$ cat config.mk
export PLATFORM = sky130hd
export DESIGN_NAME = gate_delay_arbiter
export DESIGN_NICKNAME = d
export VERILOG_FILES = /design/src/rtl/gate_delay_arbiter_pkg.sv /design/src/rtl/gate_delay_arbiter_gate_op_unit.sv /design/src/rtl/gate_delay_arbiter.sv
export SDC_FILE = /design/constraint.sdc
export NUM_CORES = 1
export LEC_CHECK = 0
export CAP_MARGIN = 20
export CORE_AREA = 2 2 58 60
export DETAILED_ROUTE_END_ITERATION = 12
export DIE_AREA = 0 0 60 62
export GPL_TIMING_DRIVEN = 0
export PLACE_DENSITY = 0.73
export SYNTH_ARGS = -nofsm -noshare
export SYNTH_HDL_FRONTEND = slang
export SYNTH_SLANG_ARGS = --single-unit
$ cat constraint.sdc
create_clock -name CLK -period 2.2 [get_ports CLK]
set_input_delay 0.44 -clock CLK [delete_from_list [all_inputs] [get_ports CLK]]
set_output_delay 0.44 -clock CLK [all_outputs]
set_load 0.03 [all_outputs]
$ cat src/rtl/gate_delay_arbiter_pkg.sv
// Shared types for the gate-delay arbiter: gate op codes, controller states
// and the operand bundle latched at grant time.
package gate_delay_arbiter_pkg;

  // 2-bit gate op code as presented on REQ_OP.
  typedef enum logic [1:0] {
    OP_AND  = 2'b00,
    OP_OR   = 2'b01,
    OP_XOR  = 2'b10,
    OP_XNOR = 2'b11
  } gate_op_e;

  // Controller states.
  typedef enum logic [1:0] {
    ST_IDLE   = 2'b00,
    ST_SETTLE = 2'b01,
    ST_RESP   = 2'b10
  } state_e;

  // Operand bundle captured from the winning requester.
  typedef struct packed {
    logic     a;
    logic     b;
    gate_op_e op;
  } operand_t;

endpackage : gate_delay_arbiter_pkg

$ cat src/rtl/gate_delay_arbiter_gate_op_unit.sv
// Combinational 2-input gate evaluation unit shared by all requesters.
//   a, b  : operands
//   op    : gate select (AND/OR/XOR/XNOR)
//   y_c   : combinational gate result
module gate_op_unit
  import gate_delay_arbiter_pkg::*;
(
  input  logic     a,
  input  logic     b,
  input  gate_op_e op,
  output logic     y_c
);

  always_comb begin
    y_c = 1'b0;
    case (op)
      OP_AND:  y_c = a & b;
      OP_OR:   y_c = a | b;
      OP_XOR:  y_c = a ^ b;
      OP_XNOR: y_c = ~(a ^ b);
      default: y_c = 1'b0;
    endcase
  end

endmodule : gate_op_unit

$ cat src/rtl/gate_delay_arbiter.sv
// Round-robin scheduler sharing one gate evaluation unit among N_REQ
// requesters. Latches the winner's operands, holds them SETTLE_CYC cycles,
// then samples the gate result and pulses DONE for the winner.
//   CLK, RST_N : clock, asynchronous active-low reset
//   REQ        : per-requester level request (sampled in IDLE only)
//   REQ_A/B    : per-requester operands, bit i belongs to requester i
//   REQ_OP     : per-requester op code, bits [2i+1:2i]
//   GNT        : one-hot 1-cycle pulse when a request is accepted
//   DONE       : one-hot 1-cycle pulse when X is valid for that requester
//   X          : registered gate result, held until the next DONE
//   BUSY       : high while settling or responding
module gate_delay_arbiter
  import gate_delay_arbiter_pkg::*;
#(
  parameter int unsigned N_REQ      = 4,
  parameter int unsigned SETTLE_CYC = 3
) (
  input  logic               CLK,
  input  logic               RST_N,
  input  logic [N_REQ-1:0]   REQ,
  input  logic [N_REQ-1:0]   REQ_A,
  input  logic [N_REQ-1:0]   REQ_B,
  input  logic [2*N_REQ-1:0] REQ_OP,
  output logic [N_REQ-1:0]   GNT,
  output logic [N_REQ-1:0]   DONE,
  output logic               X,
  output logic               BUSY
);

  localparam int unsigned PTR_W = $clog2(N_REQ);
  localparam int unsigned CNT_W = (SETTLE_CYC > 1) ? $clog2(SETTLE_CYC) : 1;

  state_e             state;
  logic [PTR_W-1:0]   rr_ptr;
  logic [CNT_W-1:0]   cnt;
  operand_t           opnd;

  logic [PTR_W-1:0]   win_c;
  logic               found_c;
  logic               y_c;
  int unsigned        idx;

  // Round-robin search: first set REQ bit starting just after rr_ptr.
  always_comb begin
    found_c = 1'b0;
    win_c   = '0;
    idx     = 0;
    for (int unsigned k = 1; k <= N_REQ; k++) begin
      idx = (32'(rr_ptr) + k) % N_REQ;
      if (!found_c && REQ[PTR_W'(idx)]) begin
        found_c = 1'b1;
        win_c   = PTR_W'(idx);
      end
    end
  end

  // Shared gate unit driven only by the operands latched at grant.
  gate_op_unit u_gate (
    .a   (opnd.a),
    .b   (opnd.b),
    .op  (opnd.op),
    .y_c (y_c)
  );

  // Controller FSM with registered outputs; reset aborts any operation.
  always_ff @(posedge CLK or negedge RST_N) begin
    if (!RST_N) begin
      state  <= ST_IDLE;
      rr_ptr <= PTR_W'(N_REQ - 1);
      cnt    <= '0;
      opnd   <= '0;
      GNT    <= '0;
      DONE   <= '0;
      X      <= 1'b0;
      BUSY   <= 1'b0;
    end else begin
      GNT  <= '0;
      DONE <= '0;
      case (state)
        ST_IDLE: begin
          if (found_c) begin
            opnd.a  <= REQ_A[win_c];
            opnd.b  <= REQ_B[win_c];
            opnd.op <= gate_op_e'(REQ_OP[{win_c, 1'b0} +: 2]);
            rr_ptr  <= win_c;
            cnt     <= CNT_W'(SETTLE_CYC - 1);
            GNT     <= N_REQ'(1) << win_c;
            BUSY    <= 1'b1;
            state   <= ST_SETTLE;
          end
        end
        ST_SETTLE: begin
          if (cnt == '0) begin
            X     <= y_c;
            DONE  <= N_REQ'(1) << rr_ptr;
            state <= ST_RESP;
          end else begin
            cnt <= cnt - CNT_W'(1);
          end
        end
        ST_RESP: begin
          BUSY  <= 1'b0;
          state <= ST_IDLE;
        end
        default: begin
          BUSY  <= 1'b0;
          state <= ST_IDLE;
        end
      endcase
    end
  end

endmodule : gate_delay_arbiter
# ---- Word level (Yosys, flattened, before mapping)
# Index checks and enable logic that the tools add are counted.
dict set report word_totals {
  reg_bits 20
  out_inout_bits 10
  elab_cells 83
}
dict set report op_classes {
  add_sub_neg 5
  magnitude_cmp 5
  n_eq_ne 7
  shifts 3
  mux 33
  bitwise_logic 5
  reduce_logical 15
}
# op n
set ops {}
lappend ops {{2-bit 2-to-1 mux} 8}
lappend ops {{4-bit 2-to-1 mux} 4}
lappend ops {{2-bit by 3-bit less-than comparator with 1-bit output (second input constant)} 5}
lappend ops {{1-bit binary-select mux with 2-bit select} 6}
lappend ops {{1-bit 2-to-1 mux} 11}
lappend ops {{2-bit case mux with 2 select lines} 2}
lappend ops {{2-bit AND reduction} 4}
lappend ops {{8-bit by 4-bit variable part select with 2-bit output} 1}
lappend ops {{1-bit by 2-bit << shifter with 4-bit output (first input constant)} 2}
lappend ops {{2-bit logical NOT} 3}
lappend ops {{2-bit inequality test (second input constant)} 3}
lappend ops {{2-bit by 1-bit adder with 2-bit output (second input constant)} 2}
lappend ops {{2-bit adder (second input constant)} 2}
lappend ops {{2-bit by 1-bit == test with 1-bit output (second input constant)} 2}
lappend ops {{2-bit == test (second input constant)} 2}
lappend ops {{1-bit case mux with 4 select lines} 1}
lappend ops {{1-bit logical AND} 3}
lappend ops {{1-bit logical NOT} 3}
lappend ops {{3-bit AND reduction} 1}
lappend ops {{1-bit inverter} 2}
lappend ops {{1-bit case mux with 2 select lines} 1}
lappend ops {{2-bit nonzero test} 1}
lappend ops {{2-bit by 1-bit subtractor with 2-bit output (second input constant)} 1}
lappend ops {{1-bit bitwise AND} 1}
lappend ops {{other kinds (2)} 2}

# ---- Depth between registers and ports, before layout
dict set report depth {
  ltp_word 16
  ltp_mapped 9
  ltp_nobuf 7
}

# ---- Cells and area by module
# From an unflattened synthesis, not the netlist that was laid out.
dict set report hier_totals {
  hier_cells 114
  area_unflattened_um2 1214.9
}
# mod n_inst cells_per_inst area_per_inst_um2 seq_area_each_um2
set modules_own_cells {}
lappend modules_own_cells {gate_delay_arbiter 1 105 1151.1 503.0}
lappend modules_own_cells {gate_op_unit 1 9 63.8 0.0}

# ---- Worst setup path before layout
# No wires, ideal clock.
dict set report synth_path {
  path_type {reg2reg}
  startpoint {reg rr_ptr[0]}
  endpoint {reg opnd[2] (netlist name)}
  setup_ps 132
  t_arrival_ps 2166
  slack_ps -97
  stages_incl_launch_ff 10
  path_buffers 2
  path_cell_list {dfstp_2 > buf_4 > inv_1 > ha_1 > mux2_4 > a21oi_2 > o211a_4 > buf_12 > mux2i_1 > o221ai_2}
}
dict set report synth_via {
  elab_chain_len 15
  word_cells_on_any_way 29
  cone_classes {add/sub: 4; mux: 18; reduce/logical: 7}
}
# item line
set synth_lines {}
lappend synth_lines {{start, declared} gate_delay_arbiter.sv:34} ;# logic [PTR_W-1:0] rr_ptr;
lappend synth_lines {{start signal, assigned} gate_delay_arbiter.sv:69} ;# rr_ptr <= PTR_W'(N_REQ - 1);
lappend synth_lines {{start signal, assigned} gate_delay_arbiter.sv:85} ;# rr_ptr <= win_c;
lappend synth_lines {{2-bit by 1-bit adder with 2-bit output} gate_delay_arbiter.sv:49} ;# idx = (32'(rr_ptr) + k) % N_REQ;
lappend synth_lines {{1-bit binary-select mux with 2-bit select} gate_delay_arbiter.sv:50} ;# if (!found_c && REQ[PTR_W'(idx)]) begin
lappend synth_lines {{1-bit 2-to-1 mux (not written as such)} gate_delay_arbiter.sv:50}
lappend synth_lines {{1-bit 2-to-1 mux} gate_delay_arbiter.sv:50}
lappend synth_lines {{1-bit logical NOT} gate_delay_arbiter.sv:50}
lappend synth_lines {{1-bit logical AND} gate_delay_arbiter.sv:50}
lappend synth_lines {{1-bit 2-to-1 mux} gate_delay_arbiter.sv:50}
lappend synth_lines {{1-bit logical NOT} gate_delay_arbiter.sv:50}
lappend synth_lines {{1-bit logical AND} gate_delay_arbiter.sv:50}
lappend synth_lines {{1-bit 2-to-1 mux} gate_delay_arbiter.sv:50}
lappend synth_lines {{1-bit logical NOT} gate_delay_arbiter.sv:50}
lappend synth_lines {{1-bit logical AND} gate_delay_arbiter.sv:50}
lappend synth_lines {{2-bit 2-to-1 mux} gate_delay_arbiter.sv:50}
lappend synth_lines {{1-bit binary-select mux with 2-bit select} gate_delay_arbiter.sv:83} ;# opnd.b <= REQ_B[win_c];
lappend synth_lines {{1-bit 2-to-1 mux (not written as such)} gate_delay_arbiter.sv:83}
# Parallel ways exist; a longest one is shown, timed or not. The select of a mux whose other input is x is not followed.
# A chain may end at the register's enable or synchronous reset.

# ---- Worst setup path after layout
dict set report layout_path {
  startpoint {reg rr_ptr[1]}
  endpoint {reg opnd[3] (netlist name)}
}
dict set report layout_via {
  elab_chain_len 15
  word_cells_on_any_way 29
  cone_classes {add/sub: 4; mux: 18; reduce/logical: 7}
}
# item line
set layout_lines {}
lappend layout_lines {{2-bit by 1-bit adder with 2-bit output} gate_delay_arbiter.sv:49}
lappend layout_lines {{1-bit binary-select mux with 2-bit select} gate_delay_arbiter.sv:50}
lappend layout_lines {{1-bit 2-to-1 mux (not written as such)} gate_delay_arbiter.sv:50}
lappend layout_lines {{1-bit 2-to-1 mux} gate_delay_arbiter.sv:50}
lappend layout_lines {{1-bit logical NOT} gate_delay_arbiter.sv:50}
lappend layout_lines {{1-bit logical AND} gate_delay_arbiter.sv:50}
lappend layout_lines {{1-bit 2-to-1 mux} gate_delay_arbiter.sv:50}
lappend layout_lines {{1-bit logical NOT} gate_delay_arbiter.sv:50}
lappend layout_lines {{1-bit logical AND} gate_delay_arbiter.sv:50}
lappend layout_lines {{1-bit 2-to-1 mux} gate_delay_arbiter.sv:50}
lappend layout_lines {{1-bit logical NOT} gate_delay_arbiter.sv:50}
lappend layout_lines {{1-bit logical AND} gate_delay_arbiter.sv:50}
lappend layout_lines {{2-bit 2-to-1 mux} gate_delay_arbiter.sv:50}
lappend layout_lines {{1-bit binary-select mux with 2-bit select} gate_delay_arbiter.sv:82} ;# opnd.a <= REQ_A[win_c];
lappend layout_lines {{1-bit 2-to-1 mux (not written as such)} gate_delay_arbiter.sv:82}
# Parallel ways exist; a longest one is shown, timed or not. The select of a mux whose other input is x is not followed.

==> impl_metrics.ini <==
[global_routing]
grt_pass1_wl_um = 4350
antenna_found_initial = 0
grt_util_all_layers_pct = 15.5
grt_max_degree = 21
grt.overflow.total = 0
first_global_vias = 996

[layout]
fill_cells = 272
areaGrowthSynthToFinish_pct = 36.8
fin_nets = 191
drive_gt1_share_pct = 26.7
utilization_pct = 56.7
diodes = 0

[drt]
vias_per_cell = 4.88
initialDrtViolationCount = 11
route.detailed.drc = 0
ant_nets = 0
dr.pass1.iters = 3
vias = 1011
wl_per_cell_um = 12.3
wl_um = 2540

[critical_path]
cp_data_required_time_ps = 2380
crit_slowest_cell = dfstp_2
cp-end-kind = flip-flop
cp-start-kind = flip-flop
crit_chain = inv_2 > ha_4 > buf_6 > nand4bb_1 > o22ai_2 > or3_4 > o21ai_4 > o221ai_2
arrival_ps = 2330
max_stage_delay_ps = 570
crit_type = reg2reg
crit_family = flip-flops
critPathBufInv = 2
crit_fanout = 5

[floorplanning]
dieWidth_um = 60
ioPinCount = 32
num_rows = 21
die_h_um = 62
die_area_um2 = 3720
fp.coreArea_um2 = 3180
start_util_pct = 41.4

[placement]
place_ws_ps = -142
hpwlAfterDp_um = 1970
io_buffers = 30
gp_congestion = 0.748

[sta]
fmax_ghz = 0.464
max_slew_margin_pct = 41.5
period_needed_ps = 2150
rsz0062_at_grt = yes
maxSlewViolCount = 0
hold_viol = 0
fin_skew_ps = 6.64
fin_crit_sh_pct = 97.9
tightest_slew_ps = 874
setup_viol = 0
setup_ws_ps = 45.8

[clocking]
cts_tree = built
cts_sinks = 20
cts_made_buffers = 3
cts.clk_slew.worst_paths_ps = 110
h-tree-depth = 1
clockBufferDepth = 2
clockRootBuffer = clkbuf_4
clkLatencyLatePin_ps = 290

[flow_run]
drv_cap = 0

[synth]
ys_seq_area_share_pct = 38.2
synth_fp_nets = 149
synth_edf_count = 0
synth_top_area_share_pct = 34.2
synth_top_area_cell = dfrtp_1
synth.distinct_cells = 46
synth_warnings = 0
synth_area_um2 = 1320
synth_cells = 120
synth.ff_latch_count = 20
yosys-top-cells-area = dfrtp_1 34%, mux2i_1 8.4%, ha_1 6.6%
synth_flop_cell = dfrtp_1
async_reset_ff_share_pct = 100
syn_area_per_cell_um2 = 11.0

[min_path]
hold_class = reg2reg

[pwr]
vdd.ir_drop.worst_mv = 0.641
power.density_nw_per_um2 = 1350
p_leak_nw = 0.773

[status]
status = complete, no violations
==> synthesized netlist by cell type, types with 3 or more instances <==
master,n
and2_1,4
buf_6,3
dfrtp_1,18
ha_1,7
inv_1,9
mux2i_1,11
nand2_1,9
nand2b_1,3
nor2_1,7
nor3_1,3
o21ai_0,3
==> cell families (layout without fill, tap and decap cells) <==
kind of cell / Yosys count / in the layout / synth area share, %
compound gates: 23 / 23 / 17.5
flops: 20 / 20 / 38.2
mux: 14 / 14 / 11.2
simple gates: 40 / 40 / 18.3
buf+inv: 15 / 56 / 7.50
fa+ha+maj: 7 / 7 / 6.65
xor+xnor: 1 / 1 / 0.665
==> metrics by stage <==
stage | hold slack (ps) | std cells | TNS [ps] | instance area [um2] | power [mW]
global route | 522 | 207 | -32.5 | 1800 | 2.64
finish | 493 | 207 | 0 | 1800 | 2.44
floorplan | 144 | 120 | 0 | 1330 | 1.73
detailed placement | 473 | 196 | -571 | 1690 | 2.08
global placement | 466 | 196 | -359 | 1690 | 2.02
CTS | 498 | 207 | 0 | 1790 | 2.41
==> metal layers <==
metal | global-route usage (%) | wire length (um) | vias to the layer above | share of wire (%)
met2 | 26.6 | 1300 | 16 | 51
met3 | 1.24 | 41 | 2 | 1.6
met4 | 7.62 | 34 | 0 | 1.3
met1 | 19.7 | 1160 | 484 | 46
met5 | 0 | 0 | - | 0
li1 | - | - | 509 | -
==> timing repair <==
item	in CTS	in global routing
setup buffers	7	2
setup endpoints to repair	5	6
hold buffers	0	0
pin swaps	2	7
gates resized for setup	2	4
==> final timing paths <==
check	endpoint	cells past startpoint	from	slack, ps
max in group asynchronous	DONE[2]	1	RST_N	1030
hold / removal	BUSY	1	BUSY	490
setup reg to reg	opnd[3]	8	rr_ptr[1]	50
hold reg to reg	BUSY	1	BUSY	490
min in group asynchronous	GNT[0]	1	RST_N	630
setup / recovery	opnd[3]	8	rr_ptr[1]	50
==> cell type report <==
cell class,instances,area (um2),share of cell area [%]
Multi-Input combinational cell,85,754,41.8
Sequential cell,20,503,27.9
Tap cell,46,57.6,3.19
Buffer,4,46.3,2.57
Inverter,9,33.8,1.87
Timing Repair Buffer,39,372,20.6
Clock buffer,4,36.3,2.01
==> placed cells by master, fill, tap and decap left out, types with 4 or more instances in the layout <==
cell,instances
nand2_1,9
inv_1,7
ha_1,6
clkdlybuf4s50_1,30
buf_4,8
o221ai_2,4
and2_1,4
dfrtp_1,18
mux2i_1,9
nor2_1,7
==> where the power goes <==
part	total, mW	switching [mW]	internal (mW)
registers	0.624	0.0986	0.525
clock network	0.206	0.106	0.101
logic	1.61	0.798	0.815
total	2.44	1.00	1.44
==> state kept, by name (all words and copies together) (netlist names) <==
register	flops
cnt	2
state	2
X	1
DONE	4
GNT	4
rr_ptr	2
BUSY	1
opnd	4
Power figures use the tool's default switching activity.
